[config.mk]
export PLATFORM = sky130hd
export DESIGN_NAME = cache_mem_arbiter
export DESIGN_NICKNAME = d
export VERILOG_FILES = /design/src/rtl/cache_mem_arb_pkg.sv /design/src/rtl/cache_mem_arbiter_rr_arbiter.sv /design/src/rtl/cache_mem_arbiter.sv
export SDC_FILE = /design/constraint.sdc
export NUM_CORES = 1
export LEC_CHECK = 0
export ABC_AREA = 1
export BUFFER_PORTS_ARGS = -buffer_cell sky130_fd_sc_hd__buf_2
export CAP_MARGIN = 20
export CORE_AREA = 2 2 257 259
export CTS_CLUSTER_DIAMETER = 50
export DETAILED_ROUTE_END_ITERATION = 8
export DIE_AREA = 0 0 259 261
export PLACE_DENSITY = 0.34
export SLEW_MARGIN = 40
export SYNTH_ARGS = -nofsm -noshare
export SYNTH_HDL_FRONTEND = slang
export SYNTH_SLANG_ARGS = --single-unit
export TNS_END_PERCENT = 50
[constraint.sdc]
create_clock -name clk_i -period 15 [get_ports clk_i]
set_input_delay 0.75 -clock clk_i [delete_from_list [all_inputs] [get_ports clk_i]]
set_output_delay 0.75 -clock clk_i [all_outputs]
set_load 0.01 [all_outputs]
[src/rtl/cache_mem_arb_pkg.sv]
// Shared types and port indices for the cache/memory request arbiter.
package cache_mem_arb_pkg;

  typedef enum logic [1:0] {
    RUN     = 2'd0,
    DRAIN   = 2'd1,
    DRAINED = 2'd2
  } arb_state_e;

  localparam int unsigned ICACHE_PORT = 0;
  localparam int unsigned DCACHE_PORT = 1;
  localparam int unsigned PTW_PORT    = 2;

endpackage

[src/rtl/cache_mem_arbiter_rr_arbiter.sv]
// Combinational round-robin picker: first set request at or after ptr, cyclically.
module rr_arbiter #(
  parameter int unsigned NrPorts = 3,
  parameter int unsigned PtrWidth = (NrPorts > 1) ? $clog2(NrPorts) : 1
) (
  input  logic [NrPorts-1:0]  req,
  input  logic [PtrWidth-1:0] ptr,
  output logic [NrPorts-1:0]  gnt
);

  logic found;

  // Outer loop walks the search distance from ptr so the nearest requester wins.
  always_comb begin
    gnt   = '0;
    found = 1'b0;
    for (int unsigned off = 0; off < NrPorts; off++) begin
      for (int unsigned p = 0; p < NrPorts; p++) begin
        if (!found && req[p] && (ptr == PtrWidth'((p + NrPorts - off) % NrPorts))) begin
          gnt[p] = 1'b1;
          found  = 1'b1;
        end
      end
    end
  end

endmodule

[src/rtl/cache_mem_arbiter.sv]
// Shares one memory request channel among icache, dcache and PTW with
// transaction-ID tagging, ID-based response routing and a drain sequence.
module cache_mem_arbiter
  import cache_mem_arb_pkg::*;
#(
  parameter int unsigned NrPorts  = 3,
  parameter int unsigned TidWidth = 2,
  parameter int unsigned ReqWidth = 128,
  parameter int unsigned RspWidth = 64
) (
  input  logic                               clk_i,
  input  logic                               rst_i,
  input  logic [NrPorts-1:0]                 req_valid_i,
  input  logic [NrPorts-1:0][ReqWidth-1:0]   req_i,
  output logic [NrPorts-1:0]                 req_ready_o,
  output logic                               mem_req_valid_o,
  input  logic                               mem_req_ready_i,
  output logic [ReqWidth-1:0]                mem_req_o,
  output logic [TidWidth-1:0]                mem_req_tid_o,
  input  logic                               mem_rsp_valid_i,
  input  logic [TidWidth-1:0]                mem_rsp_tid_i,
  input  logic [RspWidth-1:0]                mem_rsp_i,
  output logic [NrPorts-1:0]                 rsp_valid_o,
  output logic [RspWidth-1:0]                rsp_o,
  input  logic                               drain_i,
  output logic                               drain_done_o,
  output logic                               busy_o
);

  localparam int unsigned NrTids = 2 ** TidWidth;
  localparam int unsigned PW     = (NrPorts > 1) ? $clog2(NrPorts) : 1;

  arb_state_e          state_q, state_d;
  logic [NrTids-1:0]   id_busy_q, id_busy_d;
  logic [PW-1:0]       owner_q [NrTids];
  logic [PW-1:0]       rr_ptr_q;

  logic [NrPorts-1:0]  gnt;
  logic [PW-1:0]       win_idx;
  logic [TidWidth-1:0] free_tid;
  logic                any_free;
  logic                slot_free;
  logic                grant;
  logic                valid_d;
  logic                rsp_hit;
  logic [PW-1:0]       rsp_owner;

  rr_arbiter #(
    .NrPorts (NrPorts),
    .PtrWidth(PW)
  ) u_rr_arbiter (
    .req(req_valid_i),
    .ptr(rr_ptr_q),
    .gnt(gnt)
  );

  always_comb begin
    win_idx = '0;
    for (int unsigned p = 0; p < NrPorts; p++) begin
      if (gnt[p]) win_idx = PW'(p);
    end
  end

  // Only IDs free in the current register state are allocatable; an ID
  // responding this cycle stays unavailable until the next edge.
  always_comb begin
    free_tid = '0;
    any_free = 1'b0;
    for (int unsigned t = 0; t < NrTids; t++) begin
      if (!id_busy_q[t] && !any_free) begin
        free_tid = TidWidth'(t);
        any_free = 1'b1;
      end
    end
  end

  assign slot_free   = !mem_req_valid_o || mem_req_ready_i;
  assign grant       = slot_free && any_free && (state_q == RUN) && (|req_valid_i);
  assign req_ready_o = grant ? gnt : '0;
  assign valid_d     = grant || (mem_req_valid_o && !mem_req_ready_i);

  assign rsp_hit   = mem_rsp_valid_i && id_busy_q[mem_rsp_tid_i];
  assign rsp_owner = owner_q[mem_rsp_tid_i];
  assign rsp_o     = mem_rsp_i;

  always_comb begin
    rsp_valid_o = '0;
    for (int unsigned p = 0; p < NrPorts; p++) begin
      rsp_valid_o[p] = rsp_hit && (rsp_owner == PW'(p));
    end
  end

  always_comb begin
    id_busy_d = id_busy_q;
    if (rsp_hit) id_busy_d[mem_rsp_tid_i] = 1'b0;
    if (grant)   id_busy_d[free_tid]      = 1'b1;
  end

  // Drain completion looks at next-cycle occupancy so drain_done_o rises
  // the cycle right after the final response or slot acceptance.
  always_comb begin
    state_d = state_q;
    unique case (state_q)
      RUN:     if (drain_i) state_d = DRAIN;
      DRAIN: begin
        if (!drain_i)                        state_d = RUN;
        else if (!valid_d && id_busy_d == '0) state_d = DRAINED;
      end
      DRAINED: if (!drain_i) state_d = RUN;
      default: state_d = RUN;
    endcase
  end

  always_ff @(posedge clk_i) begin
    if (rst_i) begin
      state_q         <= RUN;
      id_busy_q       <= '0;
      rr_ptr_q        <= '0;
      mem_req_valid_o <= 1'b0;
      drain_done_o    <= 1'b0;
    end else begin
      state_q         <= state_d;
      id_busy_q       <= id_busy_d;
      mem_req_valid_o <= valid_d;
      drain_done_o    <= (state_d == DRAINED);
      if (grant) begin
        mem_req_o         <= req_i[win_idx];
        mem_req_tid_o     <= free_tid;
        owner_q[free_tid] <= win_idx;
        rr_ptr_q          <= (win_idx == PW'(NrPorts - 1)) ? '0 : win_idx + 1'b1;
      end
    end
  end

  assign busy_o = (|id_busy_q) || mem_req_valid_o;

  always_ff @(posedge clk_i) begin
    if (!rst_i && mem_rsp_valid_i) begin
      assert (id_busy_q[mem_rsp_tid_i])
        else $warning("cache_mem_arbiter: response on idle tid %0d dropped", mem_rsp_tid_i);
    end
  end

endmodule

==> out/qor.txt, run 1 <==
Critical path arrival: 3100 ps
Setup violators final: 0
Max Clock Freq: 259.8 MHz
Die Ht: 261 um
Crit Path Max Fanout: 55
Fin. Hold Viols: 0
Status: finished, final reports clean
HPWL after DPL: 33940 um
Async S/R FF share, synth: 0%
Port Buf Inserts: 532
Met2 Track Usage GR: 22.10%
Top post-synthesis cells by area: edfxtp_1 (48%), nand2_1 (27%), buf_4 (6.9%)
Most frequent cells after synthesis: nand2_1 (619), edfxtp_1 (138), inv_1 (126), buf_4 (80), nand3_1 (59)
Grt ovf: 0
Fin crit period: 3849 ps
Max transition margin: 46.71%
Layout cells sized above 1: 36.06%
Initial antenna violation count: 5
Syn avg cell area: 7.527 um2
Setup TNS: 0 ps
Fillers: 7481
Crit Path Category: reg -> out
Mapped Cells: 1152
TritonCTS buffer count: 17
Mapped Area: 8671 um2
Synth cell types: 26
Final WL: 42590 um
WP data required: 14250 ps
Die Area: 67600 um2
Worst-Margin Slew: 799.4 ps
Vias in the first global route: 8668
Cell leakage power: 6.395 nW
Utilization after layout: 19.08%
Core Area: 65040 um2
Worst Clk Skew: 12.59 ps
Hold Buf Count CTS: 0
Clk slew on worst S/H paths: 70 ps
Post-synth top area share: 47.79%
Crit end category: output pin
CTS tree: done
Most frequent cell after synthesis: nand2_1
Largest net degree at the start of global routing: 80
Multi-input logic area: 3108 um2
CTS Sinks: 148
Clk_lat worst skew: 470 ps
Seq. cell area: 4344 um2
Mean routed wirelength per cell: 17.17 um
Period Utilization, post-route: 25.66%
GPL Wtd Cong: 0.8550
Post-synth EDFFs: 138
CTS H-tree depth: 4
GR Layer Usage met1: 12.00%
Routed Antenna Nets: 0
Global-route wire length before repair: 57580 um
Register bit count reported by yosys: 148
DP Worst Slack: 11210 ps
Largest area contributor in the netlist: edfxtp_1
Met3 Use GR: 3.204%
Io pins: 661
RSZ-0062 raised after global routing: no
Die W: 259 um
Synth Net Count: 1610
Nets@finish: 2059
Number of remaining DRC errors: 0
FP Rows: 94
Max-slew violations: 0
Max Cap Violations: 0
Total GRT Usage: 11.89%
Post-CTS Resized: 0
DRT Pass-1 Iters: 5
Starting DRT DRC Count: 520
Synth Warn #: 0
Clock Path Buffers: 2
CP Launch Type: register
HP Class: in -> reg
Area delta synth->final: 43.15%
Ys flop type: edfxtp_1
Clock root buffer master: clkbuf_16
Fin worst setup slack: 11150 ps
Post-CTS setup buffers: 0
DR vias: 8839
Seq/Total Area, Yosys: 50.10%
Worst Hold Slack: 549.8 ps
Drt via density: 3.564
Busiest grt layer: met2
Initial Utilization: 13.33%
PD cells: 107.6 nW/um2
Worst vdd rail ir drop: 0.08013 mV
[routing by layer]
metal	routed length, um	vias to the layer above
met3	2927	99
met4	1979	0
met1	14770	3969
met2	22910	381
met5	0	-
li1	-	4390
[sequential cells by signal, summed over array words and instances, names as in the netlist]
signal / count
mem_req_valid_o: 1
rr_ptr_q: 2
drain_done_o: 1
owner_q: 8
mem_req_tid_o: 2
state_q: 2
id_busy_q: 4
mem_req_o: 128
[worst max-delay path: stages, from the launching register on]
cell      delay, ps
dfxtp_1         420
inv_2            80
nand3_1         100
o221ai_1        160
nor2_2          190
nand3b_1        150
nand2_4         170
buf_4           540
inv_2            40
buf_4           320
nor2_1          200
buf_2           160
[final timing paths]
kind | slack [ps] | endpoint | start | cells after the start
setup / recovery | 11150 | req_ready_o[2] | rr_ptr_q[0] | 11
hold / removal | 550 | mem_req_o[81] | req_i[81] | 3
setup reg to reg | 11900 | mem_req_o[29] | rr_ptr_q[1] | 10
hold reg to reg | 560 | rr_ptr_q[1] | rr_ptr_q[1] | 2
[cells in the final DEF, fill, tap and decap left out, types with 9 or more instances in the layout]
master     netlist  layout
nand2_1        619     618
buf_2           19     532
edfxtp_1       138     138
inv_1          126     126
nand3_1         59      59
nor2_1          27      26
nand3b_1        22      22
clkbuf_16        0      17
dfxtp_1         10      10
buf_4           80       9
[metrics by stage]
step,total power [mW],instance area [um2],instances
after CTS,1.367,12390,2477
after detailed placement,0.8948,11800,2445
after global placement,0.8910,11770,2444
final,1.335,12410,2480
after floorplan,0.7509,8671,1152
after global routing,1.419,12410,2480
[report_power, final]
group / internal (mW) / total (mW) / switching (mW)
Sequential: 0.517 / 0.531 / 0.0130
Combinational: 0.125 / 0.347 / 0.222
Clock: 0.261 / 0.458 / 0.197
Total: 0.903 / 1.34 / 0.432
[layout make-up]
cell class,count,share of cell area (%)
clock inverter,13,1.270
antenna,2,0.04032
sequential,148,35.00
timing repair buffer,546,22.55
inverter,129,3.901
tap,864,8.710
multi-input combinational,759,25.04
clock buffer,19,3.488
[cells by family (layout without fill, tap and decap cells)]
logic type	Yosys count	after routing	share of synthesized area (%)
other cells	0	2	0
buf+inv	245	707	14.34
simple gates	739	739	34.14
flops	148	148	50.10
compound gates	20	20	1.414
Note: power is estimated with default switching activity, not from simulation.
==> inputs of run 2 (changes only) <==
- CORE_AREA: 2 2 257 259 -> 2 2 259 261
- DIE_AREA: 0 0 259 261 -> 0 0 261 263
- PLACE_DENSITY: 0.34 -> 0.33
- clock period: 15 -> 3.9 ns (I/O delays scaled with it)
==> run 2 against run 1 <==
- count of clock-buffer cells in the layout shrank 1
- sequential power grew to 3.8 times the previous value
- register-to-register slack lost 10000 ps
- core utilization grew 1.6 points
- wire length grew 3.2%
- total power grew to 3.9 times the previous value
- final area grew 9.5%
- cell count grew 4.6%
- critical endpoint unchanged
- setup slack lost 9800 ps
- non-clock buffer count grew 113
- die area grew 1.5%
==> out/qor.txt, run 2 (same netlist as run 1, synthesis figures left out) <==
Period Utilization, post-route: 65.68%
Io pins: 661 (unchanged)
Max-slew violations: 0 (unchanged)
WP data required: 3700 ps (-10550 ps)
Crit end category: output pin
Commonest cells after routing, fill and taps aside: nand2_1 (618), buf_2 (532), edfxtp_1 (138)
Core Area: 65630 um2 (+0.90%)
Global-route wire length before repair: 62120 um (+7.9%)
Number of remaining DRC errors: 0 (unchanged)
GPL Wtd Cong: 0.8250 (-3.5%)
Initial Utilization: 13.21% (-0.12 points)
Final WL: 43950 um (+3.2%)
CTS tree: done
Clk slew on worst S/H paths: 70 ps (about the same)
Crit path cell chain: inv_2 -> nand3_1 -> o221ai_1 -> nor2_2 -> nand3b_1 -> nand2_4 -> inv_2 -> nor2_1 -> buf_2
PD cells: 387.3 nW/um2 (+260%)
Crit Path Category: reg -> out
CTS H-tree depth: 4 (unchanged)
Cell leakage power: 6.886 nW (+7.7%)
DR vias: 9354 (+5.8%)
CTS Sinks: 148 (unchanged)
Drt via density: 3.607 (+1.2%)
Commonest non-fill, non-tap cell in the layout: nand2_1
Nets@finish: 2172 (+5.5%)
Largest net degree at the start of global routing: 72 (-10%)
Max reg flops: 128 (unchanged)
Fin. Hold Viols: 0 (unchanged)
Area delta synth->final: 56.75%
Fillers: 7554 (+0.98%)
Biggest regs: mem_req_o (128), owner_q (8), id_busy_q (4)
Die W: 261 um (+0.77%)
Layout cells sized above 1: 33.60% (-2.5 points)
Starting DRT DRC Count: 479 (-7.9%)
Worst-Margin Slew: 800.6 ps (+1.157 ps)
Most used cell, CP: inv_2
HPWL after DPL: 34540 um (+1.8%)
CP max stage cell: dfxtp_1
Setup TNS: 0 ps (unchanged)
Port Buf Inserts: 532 (unchanged)
Clk_lat worst skew: 470 ps (about the same)
RSZ-0062 raised after global routing: no
Multi-input logic area: 3108 um2 (unchanged)
Largest Register: mem_req_o
Setup violators final: 0 (unchanged)
CP Launch Type: register
Fin crit period: 2561 ps
Die Area: 68640 um2 (+1.5%)
Clock Path Buffers: 2 (unchanged)
FP Rows: 94 (unchanged)
Die Ht: 263 um (+0.77%)
CP max stage delay: 420 ps (-120 ps)
Initial antenna violation count: 6 (+1)
Critical path arrival: 2370 ps (-730 ps)
Vias in the first global route: 9716 (+12%)
Worst Clk Skew: 10.90 ps (-1.693 ps)
Worst vdd rail ir drop: 0.3126 mV (+290%)
Clock root buffer master: clkbuf_16
Total GRT Usage: 12.42% (+0.52 points)
DRT Pass-1 Iters: 4 (-1)
Max Cap Violations: 0 (unchanged)
TritonCTS buffer count: 17 (unchanged)
Grt ovf: 0 (unchanged)
HP Class: in -> reg
Max transition margin: 46.63% (-0.077 points)
Utilization after layout: 20.71% (+1.6 points)
Max Clock Freq: 390.4 MHz
Seq. cell area: 4344 um2 (unchanged)
Routed Antenna Nets: 0 (unchanged)
Status: finished, final reports clean
Mean routed wirelength per cell: 16.95 um (-1.3%)
Crit Path Max Fanout: 21 (-62%)
run 2: changes by cell type in the layout (fill, tap and decap cells not counted), sizes merged:
| cell | previous run | this run |
|---|---|---|
| clkbuf | 19 | 18 |
| buf | 546 | 543 |
| clkinvlp | 2 | 1 |
| inv | 129 | 131 |
| diode | 2 | 3 |
| dlygate4sd3 | 0 | 116 |
| clkinv | 8 | 7 |
run 2: repair_timing:
action	4_1_cts	5_1_grt
hold buffers	116	0
hold endpoints to repair	116	0
setup buffers	0	0
setup endpoints to repair	0	0
gates resized for setup	0	0
run 2: final cells by class:
type                            instances  area share [%]
Inverter                              129           3.563
Antenna cell                            3         0.05523
Clock buffer                           18           3.158
Tap cell                              864           7.954
Clock inverter                         13           1.151
Sequential cell                       148           31.96
Timing Repair Buffer                  659           29.29
Multi-Input combinational cell        759           22.87
run 2: where the power goes:
group	internal [mW]	leakage [nW]	total, mW	switching [mW]
sequential	1.99	1.39	2.04	0.0546
combinational	0.565	5.21	1.45	0.883
clock	1.00	0.288	1.77	0.770
run 2: path summary, 6_finish.rpt:
check	from	cells past startpoint	endpoint	slack, ps
setup / recovery	rr_ptr_q[0]	9	req_ready_o[2]	1340
hold / removal	req_i[54]	3	mem_req_o[54]	50
setup reg to reg	rr_ptr_q[0]	11	mem_req_o[73]	1460
hold reg to reg	rr_ptr_q[1]	2	rr_ptr_q[1]	540
run 2: critical path, delay by kind of cell, from the launching register on:
| kind | cells | cell delay [ps] |
|---|---|---|
| compound gates | 1 | 170 |
| buf+inv | 3 | 500 |
| flops | 1 | 420 |
| simple gates | 5 | 800 |
run 2: per-stage QoR:
step	instance area [um2]	setup WS [ps]	std cells	hold WS (ps)	power (mW)
CTS	13580	1248	2590	1.256	5.405
detailed placement	11840	1417	2443	390.1	3.472
finish	13590	1339	2593	49.65	5.264
global placement	11840	1494	2443	390.1	3.468
floorplan	8678	338.3	1152	380.5	2.875
global route	13590	1045	2592	18.84	5.609
run 2: metal layers:
metal  part of all wire, %  vias to the layer above  GRT usage, %
li1                      -                     4626             -
met1                    37                     4301         12.67
met2                    53                      324         23.32
met3                   5.6                      101         2.763
met4                   4.3                        2         6.465
met5                 0.030                        -             0
==> inputs of run 3 (changes only) <==
- clock period: 3.9 -> 2.6 ns (I/O delays scaled with it)
==> run 3 against run 2 <==
- sequential share of layout area shrank 3.7 points
- combinational power grew 72%
- first-iteration DRC count grew 2.1%
- sequential power grew 50%
- clock power grew 49%
- largest cell class is now non-clock buffers
==> out/qor.txt, run 3 (same netlist as run 1, synthesis figures left out) <==
Layout cells sized above 1: 31.41% (-2.2 points)
Crit end category: register
GPL Wtd Cong: 0.8616 (+4.4%)
Biggest regs: mem_req_o (128), owner_q (8), id_busy_q (4)
FP Rows: 94 (unchanged)
Nets@finish: 2339 (+7.7%)
DR vias: 10080 (+7.7%)
Max reg flops: 128 (unchanged)
Number of remaining DRC errors: 0 (unchanged)
CTS Sinks: 148 (unchanged)
Core Area: 65630 um2 (unchanged)
Crit Path Category: reg -> reg
PD cells: 533.9 nW/um2 (+38%)
Clk_lat worst skew: 480 ps (about the same)
Clock root buffer master: clkbuf_16
Final WL: 45880 um (+4.4%)
Commonest cells after routing, fill and taps aside: nand2_1 (618), buf_2 (532), dlygate4sd3_1 (275)
Die Ht: 263 um (unchanged)
Setup violators final: 0 (unchanged)
Largest Register: mem_req_o
Drt via density: 3.652 (+1.2%)
Period Utilization, post-route: 94.32%
Fin. Hold Viols: 0 (unchanged)
FF-to-FF path depth: 11 (unchanged)
Routed Antenna Nets: 0 (unchanged)
Die W: 261 um (unchanged)
Grt ovf: 0 (unchanged)
Vias in the first global route: 10310 (+6.1%)
Final cell count without fillers: 2759 (+6.4%)
Worst-Margin Slew: 590.8 ps (-209.8 ps)
Final non-filler cell area: 15360 um2 (+13%)
Clock Path Buffers: 2 (unchanged)
HPWL after DPL: 34770 um (+0.66%)
Commonest non-fill, non-tap cell in the layout: nand2_1
Global-route wire length before repair: 63710 um (+2.6%)
Initial antenna violation count: 4 (-2)
Worst vdd rail ir drop: 0.4642 mV (+49%)
Clk slew on worst S/H paths: 80 ps (about the same)
Worst Clk Skew: 15.68 ps (+4.779 ps)
Hold depth: 5 (+2)
Utilization after layout: 23.40% (+2.7 points)
Area delta synth->final: 77.11%
CTS H-tree depth: 4 (unchanged)
Cell leakage power: 7.626 nW (+11%)
WP data required: 2950 ps (-750 ps)
Critical path arrival: 2800 ps (+430 ps)
Die Area: 68640 um2 (unchanged)
Crit Path Max Fanout: 23 (+9.5%)
Post-Place Cells: 2447 (+0.16%)
Largest net degree at the start of global routing: 79 (+9.7%)
Max-slew violations: 0 (unchanged)
Max Clock Freq: 407.8 MHz
DRT Pass-1 Iters: 7 (+3)
Fin crit period: 2452 ps
Total GRT Usage: 12.77% (+0.35 points)
Cell Area, Placed: 11920 um2 (+0.67%)
CP Launch Type: register
Initial Utilization: 13.21% (unchanged)
Mean routed wirelength per cell: 16.63 um (-1.9%)
TritonCTS buffer count: 17 (unchanged)
CTS tree: done
Status: finished, final reports clean
Worst Hold Slack: 23.50 ps (-26.15 ps)
Port Buf Inserts: 532 (unchanged)
Max transition margin: 60.44% (+14 points)
Io pins: 661 (unchanged)
Max Cap Violations: 0 (unchanged)
HP Class: in -> reg
Starting DRT DRC Count: 489 (+2.1%)
==> run 3: repair_timing <==
item / in CTS / in global routing
gates cloned: 0 / 1
hold buffers: 275 / 0
endpoints found under the setup margin: 2 / 22
pin swaps: 1 / 0
gates resized for setup: 3 / 11
endpoints found under the hold margin: 134 / 0
buffers inserted: 1 / 2
==> run 3: where the power goes <==
group	switching (mW)	internal (mW)
logic	1.39	1.12
clock network	1.20	1.43
registers	0.0782	2.98
==> run 3: path summary, 6_finish.rpt <==
| kind | slack [ps] | startpoint | to |
|---|---|---|---|
| max | 150 | rr_ptr_q[0] | mem_req_o[83] |
| min | 20 | req_i[329] | mem_req_o[73] |
| max reg2reg | 150 | rr_ptr_q[0] | mem_req_o[83] |
| min reg2reg | 550 | rr_ptr_q[1] | rr_ptr_q[1] |
==> run 3: final cells by class <==
| class | instances | area [um2] |
|---|---|---|
| antenna | 1 | 2.502 |
| clock buffer | 19 | 432.9 |
| clock inverter | 13 | 150.1 |
| fill | 7355 | 50270 |
| inverter | 129 | 486.7 |
| multi-input combinational | 759 | 3127 |
| sequential | 148 | 4347 |
| tap | 864 | 1081 |
| timing repair buffer | 826 | 5731 |
==> run 3: layer usage <==
metal,GRT usage (%),wire [um],up-vias
met3,3.293,2825,112
met1,12.43,16200,4647
met5,0,13,-
met4,7.586,2557,2
met2,23.92,24280,356
li1,-,-,4958
==> run 3: worst max-delay path, stage by stage (launching register included) <==
cell and delay, ps:
dfxtp_2 370, inv_2 70, nand3_1 80, o221ai_1 160, nor2_2 170, nand3b_1 140, nand2_4 150, buf_8 220
buf_16 210, nand2_1 80, nand2_1 70, dlygate4sd3_1 550
==> run 3: through the flow <==
| step | worst slack [ps] | power (mW) | setup TNS [ps] |
|---|---|---|---|
| floorplan | -914.1 | 4.315 | -66000 |
| global placement | 381.1 | 5.199 | 0 |
| detailed placement | 380.4 | 5.204 | 0 |
| CTS | 19.90 | 8.339 | 0 |
| global route | -1.018 | 8.713 | -1.018 |
| finish | 147.7 | 8.199 | 0 |
